[src/rtl/axis_spi_dac_tx_if.sv]
// AXI-Stream sample channel feeding the SPI DAC serializer.
interface axis_if #(
    parameter int unsigned DATA_W = 16
) ();
    logic [DATA_W-1:0] tdata;
    logic              tvalid;
    logic              tready;

    modport master (output tdata, output tvalid, input tready);
    modport slave  (input tdata, input tvalid, output tready);
endinterface

[src/rtl/axis_spi_dac_tx.sv]
// AXI-Stream slave to SPI mode-0 DAC serializer, MSB first, cs_n framed.
// A one-word holding buffer accepts the next sample while the current frame shifts.
module axis_spi_dac_tx #(
    parameter int unsigned DATA_W   = 16,
    parameter int unsigned CLK_DIV  = 10,
    parameter int unsigned CS_SETUP = 2,
    parameter int unsigned CS_HOLD  = 2,
    parameter int unsigned CS_GAP   = 4
) (
    input  logic clk,
    input  logic resetn,
    axis_if.slave s_axis,
    output logic cs_n,
    output logic sclk,
    output logic mosi,
    output logic busy,
    output logic frame_done
);

    localparam int unsigned MAX_A   = (CLK_DIV > CS_SETUP) ? CLK_DIV : CS_SETUP;
    localparam int unsigned MAX_B   = (CS_HOLD > CS_GAP) ? CS_HOLD : CS_GAP;
    localparam int unsigned MAX_C   = (MAX_A > MAX_B) ? MAX_A : MAX_B;
    localparam int unsigned MAX_CNT = (MAX_C > DATA_W) ? MAX_C : DATA_W;
    localparam int unsigned CNT_W   = $clog2(MAX_CNT + 1);
    localparam int unsigned BIT_W   = $clog2(DATA_W + 1);

    typedef enum logic [2:0] {
        IDLE,
        SETUP,
        SHIFT,
        HOLD,
        GAP
    } state_t;

    state_t            state, state_nxt;
    logic [CNT_W-1:0]  cnt, cnt_nxt;
    logic [BIT_W-1:0]  bit_cnt, bit_cnt_nxt;
    logic [DATA_W-1:0] shift_reg, shift_nxt;
    logic [DATA_W-1:0] buf_data, buf_data_nxt;
    logic              buf_full, buf_full_nxt;
    logic              tready, tready_nxt;
    logic              cs_n_nxt, sclk_nxt, mosi_nxt, busy_nxt, frame_done_nxt;
    logic              accept_c;

    assign s_axis.tready = tready;
    assign accept_c      = s_axis.tvalid && tready;

    // State and registered outputs
    always_ff @(posedge clk) begin
        if (!resetn) begin
            state      <= IDLE;
            cnt        <= '0;
            bit_cnt    <= '0;
            shift_reg  <= '0;
            buf_data   <= '0;
            buf_full   <= 1'b0;
            tready     <= 1'b0;
            cs_n       <= 1'b1;
            sclk       <= 1'b0;
            mosi       <= 1'b0;
            busy       <= 1'b0;
            frame_done <= 1'b0;
        end else begin
            state      <= state_nxt;
            cnt        <= cnt_nxt;
            bit_cnt    <= bit_cnt_nxt;
            shift_reg  <= shift_nxt;
            buf_data   <= buf_data_nxt;
            buf_full   <= buf_full_nxt;
            tready     <= tready_nxt;
            cs_n       <= cs_n_nxt;
            sclk       <= sclk_nxt;
            mosi       <= mosi_nxt;
            busy       <= busy_nxt;
            frame_done <= frame_done_nxt;
        end
    end

    // Next state, buffer and serial line control
    always_comb begin
        state_nxt      = state;
        cnt_nxt        = cnt;
        bit_cnt_nxt    = bit_cnt;
        shift_nxt      = shift_reg;
        buf_data_nxt   = buf_data;
        buf_full_nxt   = buf_full;
        cs_n_nxt       = cs_n;
        sclk_nxt       = sclk;
        mosi_nxt       = mosi;
        busy_nxt       = busy;
        frame_done_nxt = 1'b0;

        case (state)
            IDLE: begin
                if (buf_full) begin
                    // shift_reg holds the bits still to come, pre-aligned so the next bit is the MSB
                    shift_nxt    = {buf_data[DATA_W-2:0], 1'b0};
                    mosi_nxt     = buf_data[DATA_W-1];
                    buf_full_nxt = 1'b0;
                    cs_n_nxt     = 1'b0;
                    busy_nxt     = 1'b1;
                    cnt_nxt      = '0;
                    bit_cnt_nxt  = '0;
                    state_nxt    = SETUP;
                end
            end
            SETUP: begin
                if (cnt == CNT_W'(CS_SETUP - 1)) begin
                    cnt_nxt   = '0;
                    state_nxt = SHIFT;
                end else begin
                    cnt_nxt = cnt + CNT_W'(1);
                end
            end
            SHIFT: begin
                if (cnt == CNT_W'(CLK_DIV - 1)) begin
                    cnt_nxt  = '0;
                    sclk_nxt = !sclk;
                    if (sclk) begin
                        if (bit_cnt == BIT_W'(DATA_W - 1)) begin
                            state_nxt = HOLD;
                        end else begin
                            bit_cnt_nxt = bit_cnt + BIT_W'(1);
                            mosi_nxt    = shift_reg[DATA_W-1];
                            shift_nxt   = {shift_reg[DATA_W-2:0], 1'b0};
                        end
                    end
                end else begin
                    cnt_nxt = cnt + CNT_W'(1);
                end
            end
            HOLD: begin
                if (cnt == CNT_W'(CS_HOLD - 1)) begin
                    cnt_nxt        = '0;
                    cs_n_nxt       = 1'b1;
                    frame_done_nxt = 1'b1;
                    if (CS_GAP == 0) begin
                        busy_nxt  = 1'b0;
                        state_nxt = IDLE;
                    end else begin
                        state_nxt = GAP;
                    end
                end else begin
                    cnt_nxt = cnt + CNT_W'(1);
                end
            end
            GAP: begin
                if (cnt == CNT_W'(CS_GAP - 1)) begin
                    cnt_nxt   = '0;
                    busy_nxt  = 1'b0;
                    state_nxt = IDLE;
                end else begin
                    cnt_nxt = cnt + CNT_W'(1);
                end
            end
            default: begin
                state_nxt = IDLE;
            end
        endcase

        // Accept only lands while the buffer is empty, so it never collides with a load
        if (accept_c) begin
            buf_full_nxt = 1'b1;
            buf_data_nxt = s_axis.tdata;
        end
        tready_nxt = !buf_full_nxt;
    end

endmodule
[src/flat_wrapper.sv]
// flat-port wrapper written by rule: the top's interface ports become plain ports
module axis_spi_dac_tx_flat 
#(
    parameter int unsigned DATA_W   = 16,
    parameter int unsigned CLK_DIV  = 10,
    parameter int unsigned CS_SETUP = 2,
    parameter int unsigned CS_HOLD  = 2,
    parameter int unsigned CS_GAP   = 4
)
  (clk, resetn, cs_n, sclk, mosi, busy, frame_done, s_axis_tdata, s_axis_tvalid, s_axis_tready);
  axis_if #(.DATA_W(DATA_W)) s_axis_i ();
  input  logic clk;
  input  logic resetn;
  output logic cs_n;
  output logic sclk;
  output logic mosi;
  output logic busy;
  output logic frame_done;
  input wire logic [$bits(s_axis_i.tdata)-1:0] s_axis_tdata;
  input wire logic [$bits(s_axis_i.tvalid)-1:0] s_axis_tvalid;
  output wire logic [$bits(s_axis_i.tready)-1:0] s_axis_tready;
  assign s_axis_i.tdata = s_axis_tdata;
  assign s_axis_i.tvalid = s_axis_tvalid;
  assign s_axis_tready = s_axis_i.tready;
  axis_spi_dac_tx #(.DATA_W(DATA_W), .CLK_DIV(CLK_DIV), .CS_SETUP(CS_SETUP), .CS_HOLD(CS_HOLD), .CS_GAP(CS_GAP)) u_core (.clk(clk), .resetn(resetn), .s_axis(s_axis_i), .cs_n(cs_n), .sclk(sclk), .mosi(mosi), .busy(busy), .frame_done(frame_done));
endmodule
[config.mk]
export PLATFORM = sky130hd
export DESIGN_NAME = axis_spi_dac_tx_flat
export DESIGN_NICKNAME = d
export VERILOG_FILES = /design/src/rtl/axis_spi_dac_tx_if.sv /design/src/rtl/axis_spi_dac_tx.sv /design/src/flat_wrapper.sv
export SDC_FILE = /design/constraint.sdc
export NUM_CORES = 1
export LEC_CHECK = 0
export ABC_AREA = 1
export CORE_AREA = 2 2 69 71
export DETAILED_ROUTE_END_ITERATION = 8
export DIE_AREA = 0 0 71 73
export PLACE_DENSITY = 0.8
export SLEW_MARGIN = 20
export SYNTH_ARGS = -nofsm -noshare
export SYNTH_HDL_FRONTEND = slang
export SYNTH_SLANG_ARGS = --single-unit
[constraint.sdc]
create_clock -name clk -period 1.9 [get_ports clk]
set_input_delay 0.19 -clock clk [delete_from_list [all_inputs] [get_ports clk]]
set_output_delay 0.19 -clock clk [all_outputs]
set_load 0.02 [all_outputs]
==> metrics.cfg, run 1 <==
[outcome]
status=completed

[placement]
placed_area_um2=2740
place.detailed.hpwl_mm=3.40
routabilityCongestion=0.834
place_inst=430
io_buffers=24

[logic_synthesis]
syn_area_um2=2430
syn_inst=362
yosysUniqueCellTypes=23
synth-seq-cells=51
syn_area_per_cell_um2=6.70
synth_nets=385
yosysSeqAreaShare=0.421
yosysWarnings=0

[pwr]
power.density_nw_per_um2=1150
p_leak_nw=1.23
internal_power_w=0.00210
switching_share=0.359
pwr-share-seq=0.417
clock_power_share=0.204
combPwrFrac=0.378
p_sw_w=0.00117
ir_drop_v=0.000775

[die]
row_count=25
initial_core_util=0.535
pin_count=25
dieArea_um2=5180
core_um2=4540
die_h_um=73
dieWidth_um=71

[global_route]
grt_pass1_vias=1950
grt_overflow_total=0
grt_pass1_wl_mm=8.43
grt_max_degree=42
track_usage=0.203
grt_antenna_before_repair=0

[finish]
final_cells=438
drive_gt1_frac=0.0599
final_common_cell=nand2_1
final_cell_mix=nand2_1, nor2_1, dfxtp_1, a21oi_1
final_area_um2=2840
syn2layout_area_growth_pct=16.9
diodes=0
nNetsFinal=406
largest_reg_flops=16

[drt]
drt-pass1-iter-count=4
drc=0
vias=2212
post_drt_wl_per_cell_um=11.4
routed_wl_mm=5.01
drt_iter0_markers=147
via_per_inst=5.05
drtAntennaViolNets=0

[clock_tree]
clk_latency_ps=300
clockBufferDepth=2
cts_root_buf=clkbuf_8
post_cts_resize_count=0
holdBufCountCts=0
cts.htree.levels=2
clk_pin_slew_ps=90
clock_sinks=51
post_cts_buffers=0
cts_tree=built
cts_buffers=5

[run]
drv_cap=0

[timing]
fin_setup_tns_ps=0
max_slew_margin=0.697
fin_crit_sh=0.866
rsz0062_at_grt=false
whs_ps=477
fin_skew_ps=4.63
tightest_slew_ps=452
min_period_ps=1650
setup_viol=0
fmax_mhz=608
maxSlewViolCount=0
hold_viol=0

[worst_setup_path]
crit_fanout=36
r2r_cells=9
r2r_slack_ps=250
arrival_ps=1850
r2r-start=u_core.bit_cnt[0]
critPathCaptureType=flip-flop
critPathKind=reg -> reg
crit_start=u_core.bit_cnt[0]
crit_path_start_kind=flip-flop
worstPathRequired_ps=2100

[hold_path]
min_from=u_core.buf_full
min_path_cells=2
hold_class=reg -> reg

## power groups by stage
stage               Combinational [W]  Sequential, W  Clock, W
global route                  0.00141        0.00139  0.000722
global placement              0.00120        0.00138         0
CTS                           0.00124        0.00136  0.000694
finish                        0.00124        0.00136  0.000669
floorplan                    0.000925        0.00138         0
detailed placement            0.00123        0.00139         0
## final timing paths
path                        to
max reg2reg  u_core.bit_cnt[4]
max          u_core.bit_cnt[4]
min                u_core.busy
min reg2reg        u_core.busy
## cell type report
class / instances / area, um^2
clock buffers: 8 / 100
well taps: 54 / 67.6
multi-input cells: 269 / 1230
inverters: 24 / 90.1
repair buffers: 32 / 325
fillers: 394 / 1700
flip-flops and latches: 51 / 1020
## metrics by stage
step	utilization	total power [W]	setup slack, ps
6_report	0.625	0.00327	254
3_5_place_dp	0.603	0.00262	283
5_1_grt	0.625	0.00352	117
4_1_cts	0.625	0.00329	252
2_1_floorplan	-	0.00231	378
3_3_place_gp	0.603	0.00258	340
## worst max-delay path: stages (launching register included)
cell     delay (ps)
dfxtp_1         350
ha_1            220
nand2_1          80
nor2_1           50
ha_1            210
o21ai_2         210
buf_12          210
nand3_1          90
nand2_1          70
nor2_1           40
## synth_stat cells, drive strengths merged
library cell / instances / area, um^2
or2: 2 / 12.5
ha: 4 / 50.1
nand3b: 15 / 113
nor2: 75 / 289
buf: 14 / 72.6
nand4: 1 / 6.26
dfxtp: 51 / 1020
nand2: 96 / 360
xor2: 2 / 17.5
clkbuf: 4 / 15.0
nor3b: 1 / 7.51
a21oi: 28 / 140
nand3: 18 / 95.1
o22ai: 1 / 6.26
o21ai: 26 / 130
inv: 24 / 90.1
## metal layers
metal / vias to the layer above / routed length (um) / global-route usage
met5: - / 0 / 0
li1: 1190 / - / -
met1: 965 / 2470 / 0.269
met4: 0 / 75 / 0.0692
met2: 50 / 2250 / 0.331
met3: 7 / 212 / 0.0414
## cells by family (layout without fill, tap and decap cells)
| group | after synthesis | in the layout | share of synthesized area |
|---|---|---|---|
| AO/OA/AOI/OAI | 55 | 55 | 0.114 |
| buffers and inverters | 42 | 64 | 0.0732 |
| XOR/XNOR | 2 | 2 | 0.00722 |
| adder cells (fa/ha/maj) | 4 | 4 | 0.0206 |
| flip-flops | 51 | 51 | 0.421 |
| AND/OR/NAND/NOR | 208 | 208 | 0.364 |
Power figures use the tool's default switching activity.
==> run 2: changes to the inputs <==
--- a/config.mk
+++ b/config.mk
@@ -6,11 +6,11 @@
 export NUM_CORES = 1
 export LEC_CHECK = 0
 export ABC_AREA = 1
+export CAP_MARGIN = 20
 export CORE_AREA = 2 2 69 71
 export DETAILED_ROUTE_END_ITERATION = 8
 export DIE_AREA = 0 0 71 73
 export PLACE_DENSITY = 0.8
-export SLEW_MARGIN = 20
 export SYNTH_ARGS = -nofsm -noshare
 export SYNTH_HDL_FRONTEND = slang
 export SYNTH_SLANG_ARGS = --single-unit
==> results of run 2 <==
Final layout, timing and power as in run 1 (identical DEF).
